### src/rtl/serial_ripple_subtractor.sv
// Bit-serial D1 - D2 - bin through one full-subtractor cell, LSB first.
// Latency WIDTH cycles from accept to out_valid; result held in DONE until out_ready, no new accept meanwhile.
module serial_ripple_subtractor #(
    parameter int WIDTH = 4
) (
    input  logic             clk,
    input  logic             rst_n,
    input  logic [WIDTH-1:0] D1,
    input  logic [WIDTH-1:0] D2,
    input  logic             bin,
    input  logic             in_valid,
    output logic             in_ready,
    output logic [WIDTH-1:0] diff,
    output logic             bout,
    output logic             out_valid,
    input  logic             out_ready
);

    localparam int CW = $clog2(WIDTH) + 1;

    localparam logic [1:0] IDLE  = 2'd0;
    localparam logic [1:0] SHIFT = 2'd1;
    localparam logic [1:0] DONE  = 2'd2;

    logic [1:0]       state;
    logic [WIDTH-1:0] a_reg;
    logic [WIDTH-1:0] b_reg;
    logic [WIDTH-1:0] sr;
    logic             br;
    logic [CW-1:0]    count;

    logic             a;
    logic             b;
    logic             d;
    logic             br_next;
    logic [WIDTH-1:0] sr_next;

    // Operands shift right each cycle so the cell always sees bit 0.
    always_comb begin
        a       = a_reg[0];
        b       = b_reg[0];
        d       = a ^ b ^ br;
        br_next = (~a & b) | (~(a ^ b) & br);
        sr_next = {d, sr[WIDTH-1:1]};
    end

    assign in_ready  = (state == IDLE);
    assign out_valid = (state == DONE);

    always_ff @(posedge clk or negedge rst_n) begin
        if (!rst_n) begin
            state <= IDLE;
            a_reg <= '0;
            b_reg <= '0;
            sr    <= '0;
            br    <= 1'b0;
            count <= '0;
            diff  <= '0;
            bout  <= 1'b0;
        end else begin
            case (state)
                IDLE: begin
                    if (in_valid) begin
                        a_reg <= D1;
                        b_reg <= D2;
                        br    <= bin;
                        count <= '0;
                        state <= SHIFT;
                    end
                end
                SHIFT: begin
                    a_reg <= a_reg >> 1;
                    b_reg <= b_reg >> 1;
                    sr    <= sr_next;
                    br    <= br_next;
                    count <= count + 1'b1;
                    if (count == CW'(WIDTH - 1)) begin
                        diff  <= sr_next;
                        bout  <= br_next;
                        state <= DONE;
                    end
                end
                DONE: begin
                    if (out_ready) begin
                        state <= IDLE;
                    end
                end
                default: state <= IDLE;
            endcase
        end
    end

endmodule
### config.mk
export PLATFORM = sky130hd
export DESIGN_NAME = serial_ripple_subtractor
export DESIGN_NICKNAME = d
export VERILOG_FILES = /design/src/rtl/serial_ripple_subtractor.sv
export SDC_FILE = /design/constraint.sdc
export NUM_CORES = 1
export LEC_CHECK = 0
export ABC_CLOCK_PERIOD_IN_PS = 3200
export BUFFER_PORTS_ARGS = -buffer_cell sky130_fd_sc_hd__buf_2
export CAP_MARGIN = 20
export CELL_PAD_IN_SITES_DETAIL_PLACEMENT = 1
export CELL_PAD_IN_SITES_GLOBAL_PLACEMENT = 2
export CORE_UTILIZATION = 37
export CTS_CLUSTER_SIZE = 30
export DETAILED_ROUTE_END_ITERATION = 10
export GPL_ROUTABILITY_DRIVEN = 1
export HOLD_SLACK_MARGIN = 0.12
export PLACE_DENSITY_LB_ADDON = 0.3
export SYNTH_ARGS = -nofsm -noshare
export SYNTH_HDL_FRONTEND = slang
export SYNTH_SLANG_ARGS = --single-unit
### constraint.sdc
create_clock -name clk -period 3.2 [get_ports clk]
set_input_delay 0.16 -clock clk [delete_from_list [all_inputs] [get_ports clk]]
set_output_delay 0.16 -clock clk [all_outputs]
set_load 0.02 [all_outputs]
# After elaboration in Yosys (flattened, before gate mapping)
# Index checks and enable logic that the tools add are counted.
# classes
addsub,1
eq_ne,6
mux,12
bitwise_logic,7
reduce_logical,5
# op_table
operator,n
case mux 4 bit (2 select lines),2
2-to-1 mux 4 bit,2
2-to-1 mux 2 bit,3
case mux 2 bit (3 select lines),1
case mux 3 bit (2 select lines),1
inequality test 2 bit (second input constant),2
AND reduction 2 bit,2
adder 3 x 1 -> 3 bit (second input constant),1
== test 3 x 2 -> 1 bit (second input constant),1
2-to-1 mux 3 bit,1
AND reduction 3 bit,1
AND 1 bit,2
== test 2 x 1 -> 1 bit (second input constant),1
== test 2 bit (second input constant),1
zero test 2 bit,1
inequality test 2 x 1 -> 1 bit (second input constant),1
NOT 1 bit,2
case mux 1 bit (2 select lines),1
nonzero test 2 bit,1
XOR 1 bit,2
2-to-1 mux 1 bit,1
bitwise OR 1 bit,1
# totals
register_bits,23
input_bits,13
elab_cells,39

# Depth between registers and ports, before layout
# Gate-level depths: netlist of the first run.
# logic_depth
depth_word,5
ltp_mapped,5
ltp_nobuf,5

# Least setup slack after synthesis of the first run
# OpenSTA, ideal clock, no wires.
# synth_path
path_type,register -> register
start,reg count[0]
end,reg diff[0]
setup_ns,0.125
t_arrival_ns,1.192
required_time_ns,3.075
slack_ns,1.883
stages_incl_launch_ff,5
path_buffers,0
cell_sequence,dfrtp_1 > ha_1 > ha_1 > nand3b_4 > mux2_4
# synth_via
elab_chain_cells,2
# synth_lines
element,line,text
"start, declared",30,logic [CW-1:0] count;
"start signal, assigned",76,count <= count + 1'b1;
== test 3 x 2 -> 1 bit,77,if (count == CW'(WIDTH - 1)) begin
AND reduction 2 bit (no line),n/a,
"end signal, assigned",78,diff <= sr_next;
"end, declared",13,"output logic [WIDTH-1:0] diff,"
# No other way between the ends.
# A chain may end at the register's enable or synchronous reset.

# Worst setup path in the final report of the first run
# layout_path
start,reg state[1]
end,out out_valid
# layout_via
elab_chain_cells,1
# layout_lines
element,line,text
"start, declared",25,logic [1:0] state;
"start signal, assigned",52,state <= IDLE;
"start signal, assigned",68,state <= SHIFT;
"start signal, assigned",80,state <= DONE;
== test 2 bit,48,assign out_valid = (state == DONE);
"end, declared",15,"output logic out_valid,"
# No other way between the ends.

==> impl_results.html, run 1 <==
<table>
<tr><th>Metric</th><th>Value</th></tr>
<tr><th colspan="2">Worst hold path</th></tr>
<tr><td>Class of the most critical hold timing path</td><td>input pin to flop</td></tr>
<tr><th colspan="2">Global routing</th></tr>
<tr><td>Total global routing track utilization</td><td>0.184</td></tr>
<tr><td>Pin count of the biggest net entering global routing</td><td>23</td></tr>
<tr><td>Antenna violations before repair</td><td>0</td></tr>
<tr><td>Vias in the first global route</td><td>764</td></tr>
<tr><td>Overflow left after global routing</td><td>0</td></tr>
<tr><td>Global-route wire length before repair</td><td>3.72 mm</td></tr>
<tr><th colspan="2">Layout</th></tr>
<tr><td>Antenna diode count</td><td>0</td></tr>
<tr><td>Number of fill cells in the layout</td><td>282</td></tr>
<tr><td>Ratio of cells with drive above 1 in the final layout</td><td>0.292</td></tr>
<tr><td>Number of nets in the layout</td><td>124</td></tr>
<tr><td>Area of the multi-input gates</td><td>a little over 400 um^2</td></tr>
<tr><td>Synth-to-layout area growth</td><td>17.3%</td></tr>
<tr><td>Storage cell area</td><td>551 um^2</td></tr>
<tr><th colspan="2">Logic synthesis</th></tr>
<tr><td>Post-synth ARST share</td><td>1.00</td></tr>
<tr><td>Main area contributors after synthesis</td><td>sky130_fd_sc_hd__dfrtp_1 55%, sky130_fd_sc_hd__o22ai_1 6.9%, sky130_fd_sc_hd__mux2_4 6.0%, sky130_fd_sc_hd__mux2_2 3.4%, sky130_fd_sc_hd__a21oi_1 2.5%</td></tr>
<tr><td>Count of flip-flops with a built-in enable after synthesis</td><td>0</td></tr>
<tr><td>Cell variety after synth</td><td>24</td></tr>
<tr><td>Commonest cells in the netlist</td><td>22 x sky130_fd_sc_hd__dfrtp_1, 11 x sky130_fd_sc_hd__o22ai_1, 5 x sky130_fd_sc_hd__a21oi_1, 5 x sky130_fd_sc_hd__nor2_1</td></tr>
<tr><td>Synth Flop Type</td><td>sky130_fd_sc_hd__dfrtp_1</td></tr>
<tr><td>Count of synthesis-stage warnings from yosys</td><td>0</td></tr>
<tr><td>Count leader, synth</td><td>sky130_fd_sc_hd__dfrtp_1</td></tr>
<tr><td>Library cell occupying the most area in the post-synthesis netlist</td><td>sky130_fd_sc_hd__dfrtp_1</td></tr>
<tr><td>Share of the yosys chip area belonging to registers</td><td>0.551</td></tr>
<tr><td>Total standard cell area after synthesis</td><td>1000 um^2</td></tr>
<tr><td>Post-Synthesis Cells</td><td>84</td></tr>
<tr><td>Flop and latch count out of synthesis</td><td>22</td></tr>
<tr><td>Syn nets</td><td>100</td></tr>
<tr><td>Post-Syn Area per Cell</td><td>between 10 and 15 um^2</td></tr>
<tr><td>Area fraction of the dominant cell type after synthesis</td><td>0.551</td></tr>
<tr><th colspan="2">STA</th></tr>
<tr><td>Setup repair after global routing missed its margin</td><td>false</td></tr>
<tr><td>Clk_skew</td><td>between 0.005 and 0.006 ns</td></tr>
<tr><td>Ratio of final minimum period to clock period</td><td>0.487</td></tr>
<tr><td>Number of hold violations in the final report</td><td>0</td></tr>
<tr><td>Count of final setup violators</td><td>0</td></tr>
<tr><td>Sum of negative setup slack</td><td>0 ns</td></tr>
<tr><td>Final slew viol count</td><td>0</td></tr>
<tr><td>FMAX</td><td>around 0.64 GHz</td></tr>
<tr><td>Tightest slew margin relative to the limit</td><td>0.679</td></tr>
<tr><td>Shortest period the worst path allows</td><td>1.56 ns</td></tr>
<tr><td>Worst-margin pin slew</td><td>0.482 ns</td></tr>
<tr><th colspan="2">Floorplan</th></tr>
<tr><td>Io pins</td><td>20</td></tr>
<tr><td>Die Width</td><td>between 50 and 60 um</td></tr>
<tr><td>Standard-cell rows</td><td>18</td></tr>
<tr><td>Initial core utilization</td><td>0.396</td></tr>
<tr><td>Standard cell core area</td><td>2520 um^2</td></tr>
<tr><td>Die area</td><td>2910 um^2</td></tr>
<tr><td>Die Y</td><td>54.0 um</td></tr>
<tr><th colspan="2">Place</th></tr>
<tr><td>Placed wire-length estimate</td><td>around 1.6 mm</td></tr>
<tr><td>Number of buffers added on ports</td><td>19</td></tr>
<tr><td>Routability Congestion</td><td>0.715</td></tr>
<tr><th colspan="2">Critical path</th></tr>
<tr><td>Arrival time at the worst endpoint</td><td>1.40 ns</td></tr>
<tr><td>Kind of critical path</td><td>flop to output pin</td></tr>
<tr><td>Type of destination of the critical path</td><td>output pin</td></tr>
<tr><td>Required time reported for the critical path endpoint</td><td>3.04 ns</td></tr>
<tr><td>Sort of element at the start of the critical path</td><td>flop</td></tr>
<tr><td>Maximum fanout encountered on the critical timing path</td><td>12</td></tr>
<tr><th colspan="2">Clocking</th></tr>
<tr><td>Clock root buffer master</td><td>sky130_fd_sc_hd__clkbuf_4</td></tr>
<tr><td>H-tree level count</td><td>1</td></tr>
<tr><td>Number of CTS-inserted buffers</td><td>3</td></tr>
<tr><td>Maximum number of buffers from clock root to sink</td><td>2</td></tr>
<tr><td>Clk Latency, worst-skew pair</td><td>0.31 ns</td></tr>
<tr><td>Clk sinks</td><td>22</td></tr>
<tr><td>CTS tree</td><td>yes</td></tr>
<tr><td>Clock-pin slew on the worst setup and hold paths</td><td>around 0.12 ns</td></tr>
<tr><td>Post-CTS setup buffers</td><td>0</td></tr>
<tr><th colspan="2">Detailed routing</th></tr>
<tr><td>Post-Route WL</td><td>2.20 mm</td></tr>
<tr><td>Drt wl/cell</td><td>approximately 16 um</td></tr>
<tr><td>Number of nets with antenna violations after routing</td><td>0</td></tr>
<tr><td>Count of TritonRoute iterations in the first routing pass</td><td>4</td></tr>
<tr><td>Number of remaining DRC errors</td><td>0</td></tr>
<tr><td>Number of DRC violations after detailed-routing iteration 0</td><td>5</td></tr>
<tr><td>Per-cell via count in the routed design</td><td>5.42</td></tr>
<tr><td>Via count</td><td>737</td></tr>
<tr><th colspan="2">Power</th></tr>
<tr><td>Final total power</td><td>between 1 and 1.5 mW</td></tr>
<tr><td>Highest ir drop seen on vdd</td><td>0.417 mV</td></tr>
<tr><td>Leakage power</td><td>0.565 nW</td></tr>
<tr><td>Total power density per cell area</td><td>about 1000 nW/um^2</td></tr>
<tr><th colspan="2">Outcome</th></tr>
<tr><td>Run status</td><td>finished clean</td></tr>
<tr><th colspan="2">Run</th></tr>
<tr><td>Max Cap Violations</td><td>0</td></tr>
</table>
placed cells by master, fill, tap and decap left out, drive strengths merged:
cell type and instances:
a21oi 5, a221oi 1, a22o 1, a2bb2oi 2, a32o 1, buf 19, clkbuf 3, dfrtp 22
dlygate4sd3 4, fa 1, ha 2, inv 5, mux2 7, nand2 3, nand2b 4, nand3b 1
nor2 5, nor2b 1, o21ai 4, o21bai 1, o22ai 11, o31ai 2, or3 1
path summary, 6_finish.rpt:
path,from,to,slack [ns],cells past startpoint
max in group asynchronous,rst_n,a_reg[2],2.55,2
min in group asynchronous,rst_n,diff[0],0.32,2
worst min-delay path,D1[2],a_reg[2],0.15,3
worst max-delay path,state[1],out_valid,1.64,3
worst max register to register,state[0],sr[3],1.73,2
worst min register to register,bout,bout,0.50,2
per-layer routing:
layer	vias to the layer above	share of wire	track usage
li1	355	-	-
met4	0	0.017	0.0769
met5	-	0	0
met1	360	0.47	0.243
met2	17	0.48	0.298
met3	5	0.033	0.0254
kinds of logic (layout without fill, tap and decap cells):
group	Yosys count	in the layout	share of synthesized area
AO/OA/AOI/OAI	28	28	0.181
adder cells (fa/ha/maj)	3	3	0.0451
buffers and inverters	9	31	0.0413
flip-flops	22	22	0.551
multiplexers	7	7	0.0939
AND/OR/NAND/NOR	15	15	0.0876
worst max-delay path, cell delays in order, from the launching register on:
cell and delay [ns]:
sky130_fd_sc_hd__dfrtp_1 0.56, sky130_fd_sc_hd__inv_1 0.23, sky130_fd_sc_hd__nor2_1 0.12, sky130_fd_sc_hd__buf_2 0.17
what timing repair did:
| action | in CTS | in global routing |
|---|---|---|
| endpoints found under the hold margin | 25 | 0 |
| gates resized for setup | 0 | 0 |
| hold buffers | 4 | 0 |
through the flow:
step | utilization | std cells | instance area (um^2) | setup slack, ns | hold WS [ns]
5_1_grt | 0.465 | 136 | 1170 | 1.54 | 0.168
3_3_place_gp | 0.440 | 129 | 1110 | 1.82 | 0.157
4_1_cts | 0.465 | 136 | 1170 | 1.63 | 0.147
3_5_place_dp | 0.440 | 129 | 1110 | 1.78 | 0.155
2_1_floorplan | - | 84 | 1000 | 1.88 | -0.136
6_report | 0.465 | 136 | 1170 | 1.64 | 0.146
power by group:
group	total, mW	internal [mW]	switching [mW]
Sequential	0.524	0.412	0.112
Clock	0.130	0.0440	0.0857
Combinational	0.534	0.259	0.275
Total	1.19	0.715	0.473
cell type report:
type | count | share of cell area
tap | 30 | 0.0320
multi-input combinational | 53 | 0.348
timing repair buffer | 23 | 0.115
sequential | 22 | 0.470
clock buffer | 3 | 0.0192
inverter | 5 | 0.0160
No activity file was read; power rests on OpenSTA's default activity.
==> run 2, diff against run 1 <==
--- a/config.mk
+++ b/config.mk
@@ -5,12 +5,12 @@
 export SDC_FILE = /design/constraint.sdc
 export NUM_CORES = 1
 export LEC_CHECK = 0
-export ABC_CLOCK_PERIOD_IN_PS = 3200
+export ABC_CLOCK_PERIOD_IN_PS = 1400
 export BUFFER_PORTS_ARGS = -buffer_cell sky130_fd_sc_hd__buf_2
 export CAP_MARGIN = 20
 export CELL_PAD_IN_SITES_DETAIL_PLACEMENT = 1
 export CELL_PAD_IN_SITES_GLOBAL_PLACEMENT = 2
-export CORE_UTILIZATION = 37
+export CORE_UTILIZATION = 31
 export CTS_CLUSTER_SIZE = 30
 export DETAILED_ROUTE_END_ITERATION = 10
 export GPL_ROUTABILITY_DRIVEN = 1
==> constraint.sdc (replaced) <==
create_clock -name clk -period 1.4 [get_ports clk]
set_input_delay 0.07 -clock clk [delete_from_list [all_inputs] [get_ports clk]]
set_output_delay 0.07 -clock clk [all_outputs]
set_load 0.02 [all_outputs]
==> run 2 against run 1 <==
- register-to-register slack got worse by 1.7 ns
- global-route usage decreased by 3.2 points
- clock power increased to 2.7 times the previous value
- critical path depth up 1
- design area grew 12%
- highest routed layer unchanged
- clock skew shrank 0.0028 ns
- die area rose by 19%
- routed wire length is 4.6% higher
- flip-flop and latch count did not move
- largest power group unchanged
- largest cell class unchanged
==> impl_results.html, run 2 (synthesis results as in run 1) <==
<table>
<tr><th>Metric</th><th>Value</th></tr>
<tr><th colspan="2">STA</th></tr>
<tr><td>FMAX</td><td>0.743 GHz</td></tr>
<tr><td>Final slew viol count</td><td>0 (unchanged)</td></tr>
<tr><td>Tightest slew margin relative to the limit</td><td>0.664 (-0.0146)</td></tr>
<tr><td>Hold Worst Slack</td><td>0.148 ns (+0.00165 ns)</td></tr>
<tr><td>Shortest period the worst path allows</td><td>1.35 ns</td></tr>
<tr><td>Ratio of final minimum period to clock period</td><td>0.961</td></tr>
<tr><td>Number of hold violations in the final report</td><td>0 (unchanged)</td></tr>
<tr><td>Worst-margin pin slew</td><td>0.504 ns (+0.0218 ns)</td></tr>
<tr><td>Clk_skew</td><td>0.00306 ns (-0.00275 ns)</td></tr>
<tr><td>Count of final setup violators</td><td>0 (unchanged)</td></tr>
<tr><th colspan="2">Clocking</th></tr>
<tr><td>Number of CTS-inserted buffers</td><td>3 (unchanged)</td></tr>
<tr><td>Maximum number of buffers from clock root to sink</td><td>2 (unchanged)</td></tr>
<tr><td>Clk sinks</td><td>22 (unchanged)</td></tr>
<tr><td>Clk Latency, worst-skew pair</td><td>0.30 ns (about the same)</td></tr>
<tr><td>CTS tree</td><td>yes</td></tr>
<tr><td>Clock root buffer master</td><td>sky130_fd_sc_hd__clkbuf_4</td></tr>
<tr><td>Clock-pin slew on the worst setup and hold paths</td><td>0.13 ns (about the same)</td></tr>
<tr><td>H-tree level count</td><td>1 (unchanged)</td></tr>
<tr><th colspan="2">Power</th></tr>
<tr><td>Leakage power</td><td>0.624 nW (+10%)</td></tr>
<tr><td>Fraction of power consumed by combinational cells</td><td>0.487 (+0.038)</td></tr>
<tr><td>Part of the power in the clock network</td><td>0.121 (+0.012)</td></tr>
<tr><td>Reg power frac</td><td>0.392 (-0.049)</td></tr>
<tr><td>Highest ir drop seen on vdd</td><td>0.756 mV (+81%)</td></tr>
<tr><td>Total power density per cell area</td><td>2230 nW/um^2 (+120%)</td></tr>
<tr><td>Switching share of power</td><td>0.379 (-0.0190)</td></tr>
<tr><td>Final total power</td><td>2.93 mW (+150%)</td></tr>
<tr><td>Internal power component</td><td>1.82 mW (+150%)</td></tr>
<tr><td>Net Switching</td><td>1.11 mW (+140%)</td></tr>
<tr><th colspan="2">Detailed routing</th></tr>
<tr><td>Via count</td><td>788 (+6.9%)</td></tr>
<tr><td>Number of DRC violations after detailed-routing iteration 0</td><td>11 (+6)</td></tr>
<tr><td>Number of nets with antenna violations after routing</td><td>0 (unchanged)</td></tr>
<tr><td>Post-Route WL</td><td>2.31 mm (+4.6%)</td></tr>
<tr><td>Per-cell via count in the routed design</td><td>4.83 (-11%)</td></tr>
<tr><td>Drt wl/cell</td><td>14.1 um (-13%)</td></tr>
<tr><td>Count of TritonRoute iterations in the first routing pass</td><td>4 (unchanged)</td></tr>
<tr><td>Number of remaining DRC errors</td><td>0 (unchanged)</td></tr>
<tr><th colspan="2">Critical path</th></tr>
<tr><td>Sort of element at the start of the critical path</td><td>flop</td></tr>
<tr><td>Required time reported for the critical path endpoint</td><td>1.61 ns (-1.43 ns)</td></tr>
<tr><td>Arrival time at the worst endpoint</td><td>1.55 ns (+0.15 ns)</td></tr>
<tr><td>Cell-by-cell trace of the critical path</td><td>ha_1, ha_2, nand3b_4, mux2_4</td></tr>
<tr><td>Type of destination of the critical path</td><td>flop</td></tr>
<tr><td>Kind of critical path</td><td>flop to flop</td></tr>
<tr><td>Worst path buffer plus inverter count</td><td>0 (-2)</td></tr>
<tr><td>Maximum fanout encountered on the critical timing path</td><td>7 (-5)</td></tr>
<tr><td>Cell type of the slowest stage on the worst timing path</td><td>sky130_fd_sc_hd__dfrtp_1</td></tr>
<tr><td>CP peak stage delay</td><td>0.40 ns (-0.16 ns)</td></tr>
<tr><td>Crit-path leading delay family</td><td>flip-flops</td></tr>
<tr><th colspan="2">Layout</th></tr>
<tr><td>Final std cell area, no fill</td><td>1320 um^2 (+12%)</td></tr>
<tr><td>Most frequent standard cell in the layout excluding fill and tap cells</td><td>sky130_fd_sc_hd__dfrtp_1</td></tr>
<tr><td>Number of fill cells in the layout</td><td>346 (+23%)</td></tr>
<tr><td>Synth-to-layout area growth</td><td>31.9%</td></tr>
<tr><td>Most frequent cells in the layout</td><td>21 x sky130_fd_sc_hd__dfrtp_1, 18 x sky130_fd_sc_hd__buf_2, 11 x sky130_fd_sc_hd__o22ai_1</td></tr>
<tr><td>Antenna diode count</td><td>0 (unchanged)</td></tr>
<tr><td>Ratio of cells with drive above 1 in the final layout</td><td>0.345 (+0.0521)</td></tr>
<tr><td>Number of nets in the layout</td><td>136 (+9.7%)</td></tr>
<tr><th colspan="2">Run</th></tr>
<tr><td>Max Cap Violations</td><td>0 (unchanged)</td></tr>
<tr><th colspan="2">Floorplan</th></tr>
<tr><td>Die Width</td><td>58.8 um (+8.9%)</td></tr>
<tr><td>Initial core utilization</td><td>0.327 (-0.0689)</td></tr>
<tr><td>Io pins</td><td>20 (unchanged)</td></tr>
<tr><td>Die area</td><td>3460 um^2 (+19%)</td></tr>
<tr><td>Die Y</td><td>58.8 um (+8.9%)</td></tr>
<tr><td>Standard-cell rows</td><td>20 (+2)</td></tr>
<tr><td>Standard cell core area</td><td>3050 um^2 (+21%)</td></tr>
<tr><th colspan="2">Worst hold path</th></tr>
<tr><td>Class of the most critical hold timing path</td><td>input pin to flop</td></tr>
<tr><th colspan="2">Global routing</th></tr>
<tr><td>Overflow left after global routing</td><td>0 (unchanged)</td></tr>
<tr><td>Global-route wire length before repair</td><td>3.89 mm (+4.6%)</td></tr>
<tr><td>Antenna violations before repair</td><td>0 (unchanged)</td></tr>
<tr><td>Total global routing track utilization</td><td>0.151 (-0.0322)</td></tr>
<tr><td>Pin count of the biggest net entering global routing</td><td>23 (unchanged)</td></tr>
<tr><td>Vias in the first global route</td><td>840 (+9.9%)</td></tr>
<tr><th colspan="2">Place</th></tr>
<tr><td>Placed wire-length estimate</td><td>1.61 mm (+2.6%)</td></tr>
<tr><td>Placed Instance Area</td><td>1150 um^2 (+3.6%)</td></tr>
<tr><td>Number of buffers added on ports</td><td>19 (unchanged)</td></tr>
<tr><td>Routability Congestion</td><td>0.715 (about the same)</td></tr>
<tr><th colspan="2">Outcome</th></tr>
<tr><td>Run status</td><td>finished clean</td></tr>
</table>
run 2: cell types whose count changed in the layout (fill, tap and decap cells not counted):
cell / before / now
sky130_fd_sc_hd__buf_2: 19 / 18
sky130_fd_sc_hd__buf_4: 0 / 7
sky130_fd_sc_hd__clkbuf_8: 0 / 1
sky130_fd_sc_hd__clkinvlp_4: 0 / 1
sky130_fd_sc_hd__dfrtp_1: 22 / 21
sky130_fd_sc_hd__dfrtp_2: 0 / 1
sky130_fd_sc_hd__dlygate4sd3_1: 4 / 10
sky130_fd_sc_hd__ha_1: 2 / 1
sky130_fd_sc_hd__ha_2: 0 / 1
sky130_fd_sc_hd__inv_1: 4 / 3
run 2: repair_timing:
action,in CTS,in global routing
gates cloned,0,0
gates resized for setup,1,3
endpoints found under the setup margin,5,7
buffers inserted,2,1
hold buffers,10,0
hold endpoints to repair,31,0
run 2: cell type report:
cell class,instances,area [um^2],area share
Timing Repair Buffer,35,243,0.184
Sequential cell,22,552,0.418
Clock buffer,4,36.3,0.0275
Inverter,5,22.5,0.0171
Tap cell,44,55.1,0.0417
Multi-Input combinational cell,53,410,0.311
run 2: through the flow:
stage	util	cells	worst slack, ns	TNS [ns]
5_1_grt	0.432	163	-0.00550	-0.00887
3_5_place_dp	0.377	146	0.00566	0
3_3_place_gp	0.377	146	0.0474	0
2_1_floorplan	-	84	0.0831	0
4_1_cts	0.427	162	0.000571	0
6_report	0.432	163	0.0549	0
run 2: layer usage:
layer / global-route usage / wire length, um
met1: 0.192 / 1070
met2: 0.260 / 1160
met3: 0.0264 / 53
met4: 0.0510 / 21
met5: 0 / 0
run 2: path summary, 6_finish.rpt:
check	start	to	slack, ns	depth (start not counted)
max in group asynchronous	rst_n	state[0]	0.79	2
setup reg to reg	count[0]	diff[1]	0.05	4
min in group asynchronous	rst_n	diff[0]	0.25	2
hold reg to reg	bout	bout	0.49	2
setup / recovery	count[0]	diff[1]	0.05	4
hold / removal	bin	br	0.15	3
run 2: worst min-delay path, delay by kind of cell:
kind	cells	cell delay, ns
AO/OA/AOI/OAI	2	0.26
buffers and inverters	1	0.10
run 2: power by group through the flow:
stage | clock network, mW | logic [mW] | registers (mW)
6_report | 0.355 | 1.43 | 1.15
5_1_grt | 0.391 | 1.58 | 1.20
4_1_cts | 0.372 | 1.41 | 1.15
3_5_place_dp | 0 | 1.34 | 1.17
3_3_place_gp | 0 | 1.30 | 1.16
2_1_floorplan | 0 | 0.921 | 1.19
==> run 3, diff against run 2 <==
--- a/config.mk
+++ b/config.mk
@@ -5,12 +5,12 @@
 export SDC_FILE = /design/constraint.sdc
 export NUM_CORES = 1
 export LEC_CHECK = 0
-export ABC_CLOCK_PERIOD_IN_PS = 1400
+export ABC_CLOCK_PERIOD_IN_PS = 1750
 export BUFFER_PORTS_ARGS = -buffer_cell sky130_fd_sc_hd__buf_2
 export CAP_MARGIN = 20
 export CELL_PAD_IN_SITES_DETAIL_PLACEMENT = 1
 export CELL_PAD_IN_SITES_GLOBAL_PLACEMENT = 2
-export CORE_UTILIZATION = 31
+export CORE_UTILIZATION = 37
 export CTS_CLUSTER_SIZE = 30
 export DETAILED_ROUTE_END_ITERATION = 10
 export GPL_ROUTABILITY_DRIVEN = 1
==> constraint.sdc (replaced) <==
create_clock -name clk -period 1.75 [get_ports clk]
set_input_delay 0.0875 -clock clk [delete_from_list [all_inputs] [get_ports clk]]
set_output_delay 0.0875 -clock clk [all_outputs]
set_load 0.02 [all_outputs]
==> run 3 against run 2 <==
- first-iteration DRC count is 91% higher
- sequential share of layout area up 1.8 points
- die area is 16% lower
- design area fell by 4.4%
- critical endpoint is now out_valid
- highest routed layer unchanged
==> impl_results.html, run 3 (synthesis results as in run 1) <==
<table>
<tr><th>Metric</th><th>Value</th></tr>
<tr><th colspan="2">Power</th></tr>
<tr><td>Highest ir drop seen on vdd</td><td>0.937 mV (+24%)</td></tr>
<tr><td>Leakage power</td><td>0.607 nW (-2.6%)</td></tr>
<tr><td>Total power density per cell area</td><td>1790 nW/um^2 (-19%)</td></tr>
<tr><td>Switching share of power</td><td>0.386 (+0.00683)</td></tr>
<tr><td>Fraction of power consumed by combinational cells</td><td>0.468 (-0.019)</td></tr>
<tr><td>Net Switching</td><td>872 uW (-22%)</td></tr>
<tr><td>Part of the power in the clock network</td><td>0.127 (+0.006)</td></tr>
<tr><td>Reg power frac</td><td>0.405 (+0.013)</td></tr>
<tr><td>Internal power component</td><td>1.39 mW (-24%)</td></tr>
<tr><th colspan="2">Layout</th></tr>
<tr><td>Most frequent standard cell in the layout excluding fill and tap cells</td><td>sky130_fd_sc_hd__dfrtp_1</td></tr>
<tr><td>Ratio of cells with drive above 1 in the final layout</td><td>0.296 (-0.0489)</td></tr>
<tr><td>Most frequent cells in the layout</td><td>22 x sky130_fd_sc_hd__dfrtp_1, 19 x sky130_fd_sc_hd__buf_2, 11 x sky130_fd_sc_hd__o22ai_1</td></tr>
<tr><td>Storage cell area</td><td>551 um^2 (-0.23%)</td></tr>
<tr><td>Antenna diode count</td><td>0 (unchanged)</td></tr>
<tr><td>Number of nets in the layout</td><td>132 (-2.9%)</td></tr>
<tr><td>Number of fill cells in the layout</td><td>274 (-21%)</td></tr>
<tr><td>Area of the multi-input gates</td><td>408 um^2 (-0.61%)</td></tr>
<tr><td>Synth-to-layout area growth</td><td>26.2%</td></tr>
<tr><th colspan="2">Clocking</th></tr>
<tr><td>Clk Latency, worst-skew pair</td><td>0.31 ns (about the same)</td></tr>
<tr><td>Post-cts resize count</td><td>0 (-1)</td></tr>
<tr><td>Post-CTS setup buffers</td><td>0 (-2)</td></tr>
<tr><td>Hold-fix buffer count after cts</td><td>10 (unchanged)</td></tr>
<tr><td>Number of CTS-inserted buffers</td><td>3 (unchanged)</td></tr>
<tr><td>H-tree level count</td><td>1 (unchanged)</td></tr>
<tr><td>Clock root buffer master</td><td>sky130_fd_sc_hd__clkbuf_4</td></tr>
<tr><td>Clk sinks</td><td>22 (unchanged)</td></tr>
<tr><td>Clock-pin slew on the worst setup and hold paths</td><td>0.12 ns (about the same)</td></tr>
<tr><td>Maximum number of buffers from clock root to sink</td><td>2 (unchanged)</td></tr>
<tr><td>CTS tree</td><td>yes</td></tr>
<tr><th colspan="2">Detailed routing</th></tr>
<tr><td>Per-cell via count in the routed design</td><td>5.38 (+11%)</td></tr>
<tr><td>Drt wl/cell</td><td>15.3 um (+7.9%)</td></tr>
<tr><td>Count of TritonRoute iterations in the first routing pass</td><td>2 (-2)</td></tr>
<tr><td>Post-Route WL</td><td>2.21 mm (-4.0%)</td></tr>
<tr><td>Via count</td><td>780 (-1.0%)</td></tr>
<tr><td>Number of remaining DRC errors</td><td>0 (unchanged)</td></tr>
<tr><td>Number of DRC violations after detailed-routing iteration 0</td><td>21 (+10)</td></tr>
<tr><td>Number of nets with antenna violations after routing</td><td>0 (unchanged)</td></tr>
<tr><th colspan="2">STA</th></tr>
<tr><td>Sum of negative setup slack</td><td>0 ns (unchanged)</td></tr>
<tr><td>Worst-margin pin slew</td><td>0.508 ns (+0.00483 ns)</td></tr>
<tr><td>Ratio of final minimum period to clock period</td><td>0.807</td></tr>
<tr><td>Final slew viol count</td><td>0 (unchanged)</td></tr>
<tr><td>Number of hold violations in the final report</td><td>0 (unchanged)</td></tr>
<tr><td>Shortest period the worst path allows</td><td>~1.4 ns</td></tr>
<tr><td>Count of final setup violators</td><td>0 (unchanged)</td></tr>
<tr><td>Clk_skew</td><td>0.00188 ns (-0.00118 ns)</td></tr>
<tr><td>Setup repair after global routing missed its margin</td><td>false</td></tr>
<tr><td>Tightest slew margin relative to the limit</td><td>0.661 (-0.00322)</td></tr>
<tr><td>FMAX</td><td>0.708 GHz</td></tr>
<tr><td>Hold Worst Slack</td><td>0.161 ns (+0.0132 ns)</td></tr>
<tr><th colspan="2">Global routing</th></tr>
<tr><td>Overflow left after global routing</td><td>0 (unchanged)</td></tr>
<tr><td>Total global routing track utilization</td><td>0.187 (+0.0362)</td></tr>
<tr><td>Global-route wire length before repair</td><td>3.83 mm (-1.6%)</td></tr>
<tr><td>Vias in the first global route</td><td>796 (-5.2%)</td></tr>
<tr><td>Pin count of the biggest net entering global routing</td><td>23 (unchanged)</td></tr>
<tr><td>Antenna violations before repair</td><td>0 (unchanged)</td></tr>
<tr><th colspan="2">Floorplan</th></tr>
<tr><td>Die area</td><td>2910 um^2 (-16%)</td></tr>
<tr><td>Standard-cell rows</td><td>18 (-10%)</td></tr>
<tr><td>Initial core utilization</td><td>0.396 (+0.0689)</td></tr>
<tr><td>Standard cell core area</td><td>2520 um^2 (-17%)</td></tr>
<tr><td>Die Width</td><td>54.0 um (-8.2%)</td></tr>
<tr><td>Die Y</td><td>54.0 um (-8.2%)</td></tr>
<tr><td>Io pins</td><td>20 (unchanged)</td></tr>
<tr><th colspan="2">Critical path</th></tr>
<tr><td>R2r startpoint</td><td>count[0]</td></tr>
<tr><td>Worst flop-to-flop path endpoint</td><td>diff[2]</td></tr>
<tr><td>Sort of element at the start of the critical path</td><td>flop</td></tr>
<tr><td>Type of destination of the critical path</td><td>output pin</td></tr>
<tr><td>Maximum fanout encountered on the critical timing path</td><td>11 (+4)</td></tr>
<tr><td>Required time reported for the critical path endpoint</td><td>1.66 ns (+0.05 ns)</td></tr>
<tr><td>Kind of critical path</td><td>flop to output pin</td></tr>
<tr><td>R2R depth</td><td>4 (unchanged)</td></tr>
<tr><td>Slack of the worst reg-to-reg path</td><td>0.36 ns (+0.31 ns)</td></tr>
<tr><td>Arrival time at the worst endpoint</td><td>1.32 ns (-0.23 ns)</td></tr>
<tr><th colspan="2">Outcome</th></tr>
<tr><td>Run status</td><td>finished clean</td></tr>
<tr><th colspan="2">Place</th></tr>
<tr><td>Number of buffers added on ports</td><td>19 (unchanged)</td></tr>
<tr><td>Placed wire-length estimate</td><td>1.59 mm (-1.4%)</td></tr>
<tr><td>Routability Congestion</td><td>0.702 (-1.8%)</td></tr>
<tr><th colspan="2">Worst hold path</th></tr>
<tr><td>Class of the most critical hold timing path</td><td>input pin to flop</td></tr>
<tr><td>Worst Hold Path Cells</td><td>3 (unchanged)</td></tr>
<tr><td>Worst-case hold path end point</td><td>br</td></tr>
<tr><td>Hold Crit Start</td><td>bin</td></tr>
<tr><th colspan="2">Run</th></tr>
<tr><td>Max Cap Violations</td><td>0 (unchanged)</td></tr>
</table>
## run 3: changes by cell type in the layout (fill, tap and decap cells not counted)
cell                         before  now
sky130_fd_sc_hd__buf_4            7    2
sky130_fd_sc_hd__buf_2           18   19
sky130_fd_sc_hd__clkinvlp_4       1    0
sky130_fd_sc_hd__dfrtp_1         21   22
sky130_fd_sc_hd__dfrtp_2          1    0
sky130_fd_sc_hd__ha_1             1    2
sky130_fd_sc_hd__ha_2             1    0
sky130_fd_sc_hd__inv_1            3    4
## run 3: layer usage
metal | GRT usage | vias to the layer above | share of wire
met5 | 0 | - | 0
met4 | 0.0641 | 0 | 0.014
met2 | 0.296 | 17 | 0.47
met3 | 0.0339 | 5 | 0.030
met1 | 0.257 | 386 | 0.49
li1 | - | 372 | -
## run 3: cell type report
| type | instances | area share |
|---|---|---|
| tap | 30 | 0.0298 |
| multi-input combinational | 53 | 0.323 |
| clock buffer | 4 | 0.0288 |
| sequential | 22 | 0.437 |
| timing repair buffer | 31 | 0.167 |
| inverter | 5 | 0.0149 |
## run 3: power by group through the flow
| stage | sequential [mW] | combinational [mW] | clock (mW) |
|---|---|---|---|
| finish | 0.915 | 1.06 | 0.287 |
| global route | 0.953 | 1.19 | 0.312 |
| CTS | 0.918 | 1.08 | 0.294 |
| detailed placement | 0.932 | 1.06 | 0 |
| global placement | 0.916 | 1.01 | 0 |
| floorplan | 0.950 | 0.737 | 0 |
## run 3: stage by stage
| stage | worst slack (ns) | total power [mW] | cell area [um^2] | util | std cells |
|---|---|---|---|---|---|
| final | 0.338 | 2.26 | 1260 | 0.500 | 145 |
| after global placement | 0.396 | 1.93 | 1120 | 0.446 | 131 |
| after detailed placement | 0.368 | 1.99 | 1120 | 0.446 | 131 |
| after floorplan | 0.433 | 1.69 | 1000 | - | 84 |
| after CTS | 0.330 | 2.29 | 1260 | 0.500 | 145 |
| after global routing | 0.231 | 2.45 | 1260 | 0.500 | 145 |
## run 3: how the worst max path moves through the flow
| stage | to | cells after the start | slack, ns | from |
|---|---|---|---|---|
| 2_1_floorplan | diff[0] | 4 | 0.43 | count[0] |
| 3_3_place_gp | diff[3] | 4 | 0.40 | count[0] |
| 3_5_place_dp | diff[2] | 4 | 0.37 | count[0] |
| 4_1_cts | out_valid | 4 | 0.33 | state[1] |
| 5_1_grt | out_valid | 4 | 0.23 | state[1] |
| 6_report | out_valid | 4 | 0.34 | state[1] |
## run 3: worst max-delay path, stage by stage, from the launching register on
cell and delay, ns:
sky130_fd_sc_hd__dfrtp_1 0.40, sky130_fd_sc_hd__buf_4 0.17, sky130_fd_sc_hd__inv_1 0.22, sky130_fd_sc_hd__nor2_1 0.06
sky130_fd_sc_hd__buf_2 0.16
